==> src/rtl/riscv_pkg.sv <==
// riscv_pkg: writeback select encoding, load funct3 codes and WB FSM states
package riscv_pkg;
    typedef enum logic [1:0] {
        WB_ALU  = 2'd0,
        WB_LOAD = 2'd1,
        WB_PC4  = 2'd2
    } wb_sel_e;

    localparam logic [2:0] F3_LB  = 3'b000;
    localparam logic [2:0] F3_LH  = 3'b001;
    localparam logic [2:0] F3_LW  = 3'b010;
    localparam logic [2:0] F3_LBU = 3'b100;
    localparam logic [2:0] F3_LHU = 3'b101;

    typedef enum logic {
        S_IDLE,
        S_WAIT_LD
    } wb_state_e;
endpackage

==> src/rtl/load_align.sv <==
// load_align: extracts the addressed byte/half/word, extends it and flags misaligned or reserved loads
module load_align
    import riscv_pkg::*;
#(
    parameter int XLEN = 32
) (
    input  logic [2:0]      funct3_i,
    input  logic [1:0]      addr_lo_i,
    input  logic [XLEN-1:0] rdata_i,
    output logic [XLEN-1:0] data_o,
    output logic            err_o
);
    logic [7:0]  byte_sel;
    logic [15:0] half_sel;

    assign byte_sel = rdata_i[{addr_lo_i, 3'b000} +: 8];
    assign half_sel = rdata_i[{addr_lo_i[1], 4'b0000} +: 16];

    // extend per load type; halfword loads ignore addr_lo[0] since that case is an error
    always_comb begin
        data_o = rdata_i;
        err_o  = 1'b0;
        case (funct3_i)
            F3_LB:   data_o = {{(XLEN-8){byte_sel[7]}}, byte_sel};
            F3_LBU:  data_o = {{(XLEN-8){1'b0}}, byte_sel};
            F3_LH:   begin
                data_o = {{(XLEN-16){half_sel[15]}}, half_sel};
                err_o  = addr_lo_i[0];
            end
            F3_LHU:  begin
                data_o = {{(XLEN-16){1'b0}}, half_sel};
                err_o  = addr_lo_i[0];
            end
            F3_LW:   err_o = |addr_lo_i;
            default: err_o = 1'b1;
        endcase
    end
endmodule

==> src/rtl/wb_stage.sv <==
// wb_stage: RV32I writeback stage driving the regfile write port and the retired-instruction counter
module wb_stage
    import riscv_pkg::*;
#(
    parameter int XLEN  = 32,
    parameter int CNT_W = 64
) (
    input  logic             clk_i,
    input  logic             rst_ni,
    input  logic             mem_valid_i,
    output logic             mem_ready_o,
    input  logic             rd_wr_i,
    input  logic [4:0]       rd_addr_i,
    input  logic [1:0]       wb_sel_i,
    input  logic [XLEN-1:0]  alu_data_i,
    input  logic [XLEN-1:0]  pc_i,
    input  logic [2:0]       ld_funct3_i,
    input  logic [1:0]       ld_addr_lo_i,
    input  logic             dmem_rvalid_i,
    input  logic [XLEN-1:0]  dmem_rdata_i,
    output logic             rd_wr_o,
    output logic [4:0]       rd_addr_o,
    output logic [XLEN-1:0]  rd_data_o,
    output logic             err_o,
    output logic [CNT_W-1:0] instret_o
);
    wb_state_e        state_q;
    logic             ld_wr_q;
    logic [4:0]       ld_rd_q;
    logic [2:0]       ld_f3_q;
    logic [1:0]       ld_lo_q;
    logic             rd_wr_q;
    logic [4:0]       rd_addr_q;
    logic [XLEN-1:0]  rd_data_q;
    logic             err_q;
    logic [CNT_W-1:0] instret_q;

    logic             xfer;
    logic             ex_wr_d;
    logic [XLEN-1:0]  ex_data_d;
    logic             ld_wr_d;
    logic [XLEN-1:0]  ld_data;
    logic             ld_err;
    logic [CNT_W-1:0] instret_d;

    assign mem_ready_o = (state_q == S_IDLE);
    assign xfer        = mem_valid_i & mem_ready_o;
    assign ex_data_d   = (wb_sel_i == WB_PC4) ? pc_i + XLEN'(4) : alu_data_i;
    assign ex_wr_d     = rd_wr_i & (rd_addr_i != 5'd0);
    assign ld_wr_d     = ld_wr_q & (ld_rd_q != 5'd0) & ~ld_err;
    assign instret_d   = instret_q + CNT_W'(1);

    load_align #(.XLEN(XLEN)) u_align (
        .funct3_i  (ld_f3_q),
        .addr_lo_i (ld_lo_q),
        .rdata_i   (dmem_rdata_i),
        .data_o    (ld_data),
        .err_o     (ld_err)
    );

    // FSM with registered write port: strobes default low, address/data hold unless written
    always_ff @(posedge clk_i or negedge rst_ni) begin
        if (!rst_ni) begin
            state_q   <= S_IDLE;
            ld_wr_q   <= 1'b0;
            ld_rd_q   <= '0;
            ld_f3_q   <= '0;
            ld_lo_q   <= '0;
            rd_wr_q   <= 1'b0;
            rd_addr_q <= '0;
            rd_data_q <= '0;
            err_q     <= 1'b0;
            instret_q <= '0;
        end else begin
            rd_wr_q <= 1'b0;
            err_q   <= 1'b0;
            case (state_q)
                S_IDLE: begin
                    if (xfer && wb_sel_i == WB_LOAD) begin
                        ld_wr_q <= rd_wr_i;
                        ld_rd_q <= rd_addr_i;
                        ld_f3_q <= ld_funct3_i;
                        ld_lo_q <= ld_addr_lo_i;
                        state_q <= S_WAIT_LD;
                    end else if (xfer) begin
                        rd_wr_q   <= ex_wr_d;
                        instret_q <= instret_d;
                        if (ex_wr_d) begin
                            rd_addr_q <= rd_addr_i;
                            rd_data_q <= ex_data_d;
                        end
                    end
                end
                S_WAIT_LD: begin
                    if (dmem_rvalid_i) begin
                        rd_wr_q   <= ld_wr_d;
                        err_q     <= ld_err;
                        instret_q <= instret_d;
                        state_q   <= S_IDLE;
                        if (ld_wr_d) begin
                            rd_addr_q <= ld_rd_q;
                            rd_data_q <= ld_data;
                        end
                    end
                end
            endcase
        end
    end

    assign rd_wr_o   = rd_wr_q;
    assign rd_addr_o = rd_addr_q;
    assign rd_data_o = rd_data_q;
    assign err_o     = err_q;
    assign instret_o = instret_q;
endmodule

==> config.mk <==
export PLATFORM = sky130hd
export DESIGN_NAME = wb_stage
export DESIGN_NICKNAME = d
export VERILOG_FILES = /design/src/rtl/riscv_pkg.sv /design/src/rtl/load_align.sv /design/src/rtl/wb_stage.sv
export SDC_FILE = /design/constraint.sdc
export NUM_CORES = 1
export LEC_CHECK = 0
export CAP_MARGIN = 25
export CELL_PAD_IN_SITES_DETAIL_PLACEMENT = 1
export CELL_PAD_IN_SITES_GLOBAL_PLACEMENT = 1
export CORE_MARGIN = 2
export CORE_UTILIZATION = 30
export DETAILED_ROUTE_END_ITERATION = 16
export PLACE_DENSITY_LB_ADDON = 0.1
export SETUP_SLACK_MARGIN = 0.02
export SYNTH_ARGS = -nofsm -noshare
export SYNTH_HDL_FRONTEND = slang
export SYNTH_SLANG_ARGS = --single-unit
export TNS_END_PERCENT = 30
==> constraint.sdc <==
create_clock -name clk_i -period 7.5 [get_ports clk_i]
set_input_delay 1.5 -clock clk_i [delete_from_list [all_inputs] [get_ports clk_i]]
set_output_delay 1.5 -clock clk_i [all_outputs]
set_load 0.02 [all_outputs]
**Word-level counts from Yosys, hierarchy flattened**

Index checks and enable logic that the tools add are counted.

- Input bits: 113
- Flip-flop bits (word level): 115

- Muxes and demuxes: 28
- Shifts and indexed selects: 2
- $add $sub $neg: 2
- Bitwise gates (word level): 6
- Reductions and logical operators: 10
- Equality and inequality tests: 11

Operators by type and width:

| cell | count |
|---|---|
| two-way mux 32 bit | 6 |
| two-way mux 64 bit | 3 |
| case mux 32 bit (4 select lines) | 1 |
| case mux 64 bit (2 select lines) | 1 |
| adder 64 x 1 -> 64 bit, second input constant | 1 |
| case mux 32 bit (2 select lines) | 1 |
| adder 32 x 3 -> 32 bit, second input constant | 1 |
| indexed part select 32 x 6 -> 16 bit | 1 |
| indexed part select 32 x 6 -> 8 bit | 1 |
| two-way mux 5 bit | 5 |
| case mux 5 bit (2 select lines) | 1 |
| nonzero test 5 bit | 2 |
| two-way mux 1 bit | 7 |
| equality test 3 bit, second input constant | 2 |
| != test 2 x 1 -> 1 bit, second input constant | 3 |
| OR reduction 2 bit | 3 |
| AND reduction 5 bit | 1 |
| bitwise AND 1 bit | 4 |
| != test 2 bit, second input constant | 2 |
| case mux 1 bit (2 select lines) | 2 |
| equality test 3 x 1 -> 1 bit, second input constant | 1 |
| equality test 3 x 2 -> 1 bit, second input constant | 1 |
| logical NOT 3 bit | 1 |
| case mux 1 bit (3 select lines) | 1 |
| 6 further kinds | 7 |

**Logic depth before layout (Yosys ltp)**

Gate-level depths: netlist (run 1).

- Depth in word-level cells: 8
- Mapped depth: 8
- Mapped depth without buffers: 6

**Cells and area by module**

From an unflattened synthesis (run 1), not the netlist that was laid out.

- Cells, all modules: 741
- Area, all modules: 6792.8 um2

Modules (own cells, without submodules):

| module | cells each | area each (um2) | times used | seq. area each (um2) |
|---|---|---|---|---|
| wb_stage | 624 | 6092.1 | 1 | 2877.8 |
| load_align | 117 | 700.7 | 1 | 0.0 |

**Worst setup path after synthesis (run 1)**

No wires, ideal clock.

- Kind: input -> register
- From: input pc_i[4]
- To: register rd_data_q[15] (netlist: rd_data_o[15])
- Path buffers: 2
- Library setup time: 0.082 ns
- Stages: 7
- Arrival: 3.167 ns
- Path slack: 4.251 ns
- Path through: clkbuf_1 -> nand2_1 -> or4_1 -> clkbuf_1 -> or3_1 -> a31o_2 -> a31oi_1

- Word-level cells in the longest chain between the ends: 6

RTL lines:

| element | line | text |
|---|---|---|
| start, declared | wb_stage.sv:16 | `input logic [XLEN-1:0] pc_i,` |
| adder 32 x 3 -> 32 bit | wb_stage.sv:48 | `assign ex_data_d = (wb_sel_i == WB_PC4) ? pc_i + XLEN'(4) : alu_data_i;` |
| two-way mux 32 bit | wb_stage.sv:48 |  |
| two-way mux 32 bit | wb_stage.sv:88 | `if (ex_wr_d) begin` |
| two-way mux 32 bit | wb_stage.sv:85 | `end else if (xfer) begin` |
| two-way mux 32 bit | wb_stage.sv:79 | `if (xfer && wb_sel_i == WB_LOAD) begin` |
| case mux 32 bit (2 select lines) | wb_stage.sv:77 | `case (state_q)` |
| end signal, assigned | wb_stage.sv:90 | `rd_data_q <= ex_data_d;` |
| end signal, assigned | wb_stage.sv:102 | `rd_data_q <= ld_data;` |
| end, declared | wb_stage.sv:34 | `logic [XLEN-1:0] rd_data_q;` |

No other way between the ends. The select of a mux whose other input is x is not followed.
A chain may end at the register's enable or synchronous reset.

**Worst setup path after layout (run 1)**

- From: input pc_i[2]
- To: register rd_data_q[20] (netlist: rd_data_o[20])

Same word-level chain as after synthesis.

==> impl_metrics.yaml, run 1 <==
logic_synthesis:
  synth_top_area_cell: "dfrtp_1"
  synth.area.top_cells: "dfrtp_1 (43%), xor2_1 (5.3%), nand2_1 (5.0%)"
  syn_inst: 738
  synth_edf_count: 0
  yosys_most_used_dff: "dfrtp_1"
  syn_avg_cell_area_um2: 9.14
  ys_ff_latch: 115
  yosysSeqAreaShare_pct: 42.7
  synth-async-reset-ratio_pct: 100
  synth_fp_nets: 853
  yosysMostFrequentCell: "dfrtp_1"
  synth_cell_types: 54
  syn_area_um2: 6750
  synth_top_area_share_pct: 42.7
  synth_commonest_cells: "dfrtp_1 (115), nand2_1 (89), nor2_1 (51)"
  ys_warn_count: 0
clocking:
  ctsHtreeMaxLevel: 4
  cts_buffers: 17
  cts-root-buf: "clkbuf_16"
  clock_path_buffers: 2
  clk_latency_ps: 420
  path_clk_slew_ps: 50
  tritoncts: "built"
  postCtsHoldBufs: 0
  cts_setup_buffers: 0
  cts.sinks: 115
  cts_resized: 0
floorplan:
  die_area_um2: 23700
  start_util_pct: 30.7
  die_y_um: 154
  rows: 54
  ios: 217
  die_width_um: 154
  core_um2: 22000
detailed_routing:
  wl_mm: 25.8
  routed_via_density: 5.37
  drc: 0
  wire_per_inst_um: 20.9
  vias: 6641
  first_pass_iters: 5
  ant_nets: 0
  drt-initial-drc-count: 253
timing:
  report.final.setup_viol: 0
  fin_worst_skew_ps: 12.5
  post-route-period-util_pct: 49.7
  hold_viol_final: 0
  timing.hold.ws_ps: 470
  worst_slack_ps: 3770
  slew_violations: 0
  setup_tns_ps: 0
  clock.fmax_ghz: 0.268
  tightest_slew_ps: 1040
  rsz0062_at_grt: "no"
  slew_headroom_pct: 30.1
  min_period_ps: 3730
layout:
  final-seq-area_um2: 2880
  syn2layout_area_growth_pct: 45.9
  drive_gt1_share_pct: 8.60
  final_nets: 1056
  fillers: 2482
  multi_input_area_um2: 3640
worst_setup_path:
  cpPeakStageDelay_ps: 900
  crit_path_max_fanout: 6
  worstPathArrival_ps: 4030
  critical_path.slowest_cell: "nor4_1"
  crit_type: "in -> reg"
  reg2reg_depth: 5
  start_kind: "input pin"
  cp.required_ps: 7810
  cp_cell_sequence: "clkdlybuf4s50_1 > ha_1 > nand4_1 > nor4_1 > or2_2 > a21oi_1 > o41ai_1"
  endpoint_kind: "flip-flop"
pwr:
  swShare_pct: 32.0
  p_leak_nw: 4.01
  p_per_area_nw_per_um2: 240
  peakVddDrop_mv: 0.118
  sequentialPowerShare_pct: 35.2
  p_comb_share_pct: 28.3
  p_clk_share_pct: 36.5
  intPower_mw: 1.60
  p_sw_mw: 0.757
run_status:
  outcome: "completed"
min_path:
  worstHoldPathType: "reg -> reg"
  hold_depth: 1
place:
  portBuffers: 216
  post-place-ws_ps: 3380
  place.gp.congestion: 0.843
  hpwl_mm: 19.6
global_routing:
  grt_usage_pct: 22.2
  grt_overflow: 0
  grt_pass1_wl_mm: 41.1
  grt_start_max_net_pins: 78
  antenna_found_initial: 3
  grt_pass1_vias: 7245
flow_run:
  max_cap_violations: 0
area by class of cell:
cell class	count	area share [%]
clock buffers	24	5.10
clock inverters	8	1.23
flip-flops and latches	115	29.2
well taps	280	3.56
repair buffers	226	23.1
inverters	17	0.648
diodes	3	0.0763
multi-input cells	564	37.0
worst paths after layout:
check,from,slack (ps),endpoint
hold / removal,instret_o[63]$_DFFE_PN0P_,470,instret_o[63]$_DFFE_PN0P_
min in group asynchronous,rst_ni,1050,rd_data_o[22]$_DFFE_PN0P_
setup / recovery,pc_i[2],3770,rd_data_o[20]$_DFFE_PN0P_
max in group asynchronous,rst_ni,5420,rd_data_o[7]$_DFFE_PN0P_
setup reg to reg,instret_o[6]$_DFFE_PN0P_,4560,instret_o[60]$_DFFE_PN0P_
hold reg to reg,instret_o[63]$_DFFE_PN0P_,470,instret_o[63]$_DFFE_PN0P_
registers in the layout, indices dropped and copies added, names as in the netlist:
register and count:
ld_rd_q 5, ld_f3_q 3, err_o 1, ld_wr_q 1, rd_data_o 32, instret_o 64
rd_wr_o 1, state_q 1, rd_addr_o 5, ld_lo_q 2
power by group through the flow:
| stage | clock network (mW) | logic (mW) | registers, mW |
|---|---|---|---|
| 6_report | 0.861 | 0.669 | 0.831 |
| 5_1_grt | 0.905 | 0.721 | 0.848 |
| 4_1_cts | 0.876 | 0.672 | 0.833 |
| 3_5_place_dp | 0 | 0.667 | 0.841 |
| 3_3_place_gp | 0 | 0.654 | 0.836 |
| 2_1_floorplan | 0 | 0.245 | 0.897 |
routing by layer:
metal	GRT usage (%)	routed length [µm]	vias to the layer above
li1	-	-	3102
met1	29.6	11900	3344
met2	35.8	12200	168
met3	4.51	1200	27
met4	7.74	542	0
met5	0	0	-
logic make-up after synthesis:
logic type / after synthesis / share of synthesized area, %
muxes: 30 / 4.95
adders and majority gates: 2 / 0.371
xor gates and xnor gates: 75 / 9.74
and+or+nand+nor: 325 / 25.3
buffers and inverters: 59 / 3.43
AOI/OAI and AO/OA: 132 / 13.5
DFF: 115 / 42.7
placed cells by master (no fill, tap or decap), types with 17 or more instances in the layout:
| cell | n |
|---|---|
| mux2_2 | 17 |
| nand4_1 | 23 |
| nor2_1 | 51 |
| clkdlybuf4s50_1 | 215 |
| clkbuf_16 | 17 |
| xnor2_1 | 34 |
| o21ai_0 | 30 |
| nor3_1 | 34 |
| o221ai_1 | 18 |
| xor2_1 | 41 |
| nand2_1 | 89 |
| nand3_1 | 38 |
| dfrtp_1 | 115 |
worst max-delay path: cells and delay by family:
kind	cells	cell delay, ps
adder cells (fa/ha/maj)	1	250
AND/OR/NAND/NOR	3	1350
buffers and inverters	1	530
AO/OA/AOI/OAI	2	400
metrics by stage:
| step | instance area, µm² | util [%] | power (mW) | instances |
|---|---|---|---|---|
| floorplan | 6750 | - | 1.14 | 738 |
| global route | 9840 | 44.8 | 2.47 | 1237 |
| detailed placement | 9170 | 41.8 | 1.51 | 1199 |
| CTS | 9790 | 44.6 | 2.38 | 1231 |
| finish | 9840 | 44.8 | 2.36 | 1237 |
| global placement | 9140 | 41.6 | 1.49 | 1198 |
Power figures use the tool's default switching activity.
==> run 2, diff against run 1 <==
clock period = 3.8 ns   (was 7.5 ns; I/O delays follow)
==> run 2 against run 1 <==
Compared with the run above:
- worst setup slack worse by 2800 ps
- sequential power rose by 97%
- design area about the same
- register-to-register slack got worse by 3600 ps
- cell count hardly changed
- clock skew shrank 2.8 ps
- utilization barely moved
- combinational power rose by 96%
- critical endpoint is now instret_o[40]$_DFFE_PN0P_
- largest power group unchanged
- highest routed layer is now met5
==> impl_metrics.yaml, run 2 (synthesis results as in run 1) <==
pwr:
  p_leak_nw: 4.01
  peakVddDrop_mv: 0.284
  p_per_area_nw_per_um2: 475
layout:
  fillers: 2477
  layout_commonest_cell: "clkdlybuf4s50_1"
  layout_common_cells: "clkdlybuf4s50_1 (215), dfrtp_1 (115), nand2_1 (89)"
  finalNonFillerCells: 1238
  drive_gt1_share_pct: 9.09
  fin_area_um2: 9840
  final_nets: 1059
  syn2layout_area_growth_pct: 45.9
  largest_reg_flops: 64
worst_setup_path:
  cp.required_ps: 4120
  r2r-start: "instret_o[6]$_DFFE_PN0P_"
  cp_cell_sequence: "clkdlybuf4s50_1 > nand2b_1 > a21boi_1 > or4_1 > nor3_1 > xor2_1"
  critical_path.slowest_cell: "or4_1"
  worstPathArrival_ps: 3140
  start_kind: "input pin"
  crit_path_max_fanout: 8
  endpoint_kind: "flip-flop"
  crit_path_start: "wb_sel_i[1]"
  path_buf_inv: 1
  cpPeakStageDelay_ps: 780
  path_delay_family: "simple AND/OR/NAND/NOR gates"
  crit_type: "in -> reg"
timing:
  hold_viol_final: 0
  min_period_ps: 2820
  clock.fmax_ghz: 0.355
  fin_worst_skew_ps: 9.77
  report.final.setup_viol: 0
  slew_violations: 0
  setup_tns_ps: 0
  post-route-period-util_pct: 74.2
  slew_headroom_pct: 34.6
  rsz0062_at_grt: "no"
  tightest_slew_ps: 973
floorplan:
  rows: 54
  core_um2: 22000
  start_util_pct: 30.7
  die_y_um: 154
  ios: 217
  die_area_um2: 23700
  die_width_um: 154
global_routing:
  grt_pass1_vias: 7113
  antenna_found_initial: 2
  grt_overflow: 0
  grt_usage_pct: 22.5
  grt_start_max_net_pins: 61
  grt_pass1_wl_mm: 41.6
detailed_routing:
  wl_met2_mm: 12.6
  wl_mm: 26.0
  met3_length_mm: 1.20
  ant_nets: 0
  dr.max_layer_used: "met5"
  drc: 0
  first_pass_iters: 4
  wire_per_inst_um: 21.0
  met1_length_mm: 11.8
  routed_via_density: 5.33
  vias: 6598
  drt-initial-drc-count: 315
place:
  dpl.cell_count: 1205
  portBuffers: 216
  post_dp_cell_area_um2: 9210
  hpwl_mm: 20.0
  place.gp.congestion: 0.845
flow_run:
  max_cap_violations: 0
clocking:
  path_clk_slew_ps: 60
  cts_resized: 0
  postCtsHoldBufs: 0
  cts-root-buf: "clkbuf_16"
  tritoncts: "built"
  cts_buffers: 17
  ctsHtreeMaxLevel: 4
  cts_setup_buffers: 0
  clock_path_buffers: 2
  cts.sinks: 115
  clk_latency_ps: 410
min_path:
  worstHoldPathType: "in -> async"
run_status:
  outcome: "completed"
==> run 2: per-layer routing <==
metal	global-route usage (%)	vias up
met5	0	-
met3	5.30	25
met1	29.9	3307
li1	-	3106
met4	5.30	2
met2	37.3	158
==> run 2: final timing paths <==
kind                                              to  slack (ps)  cells after the start
setup / recovery           instret_o[40]$_DFFE_PN0P_         980                      6
hold / removal             rd_data_o[28]$_DFFE_PN0P_         440                      1
setup reg to reg           instret_o[62]$_DFFE_PN0P_         980                      5
hold reg to reg            rd_data_o[26]$_DFFE_PN0P_         480                      2
max in group asynchronous  instret_o[21]$_DFFE_PN0P_        2570                      2
min in group clk_i         rd_data_o[26]$_DFFE_PN0P_         480                      2
==> run 2: through the flow <==
stage               power (mW)  util [%]  hold slack, ps  worst slack (ps)
detailed placement        2.97      41.9             478               565
global route              4.91      44.8             484               745
global placement          2.95      41.9             463               674
finish                    4.68      44.8             437               979
CTS                       4.74      44.8             462               937
floorplan                 2.26         -             464              1270
==> run 2: cell type report <==
cell class / instances / area (µm²) / area share, %
multi-input combinational: 564 / 3640 / 37.0
sequential: 115 / 2880 / 29.2
timing repair buffer: 229 / 2270 / 23.1
inverter: 17 / 63.8 / 0.648
antenna: 1 / 2.50 / 0.0254
clock buffer: 19 / 453 / 4.60
tap: 280 / 350 / 3.56
clock inverter: 13 / 183 / 1.86
==> run 2: power breakdown <==
| group | internal, mW | switching (mW) | total [mW] |
|---|---|---|---|
| sequential | 1.42 | 0.223 | 1.64 |
| clock | 1.13 | 0.597 | 1.73 |
| combinational | 0.627 | 0.680 | 1.31 |
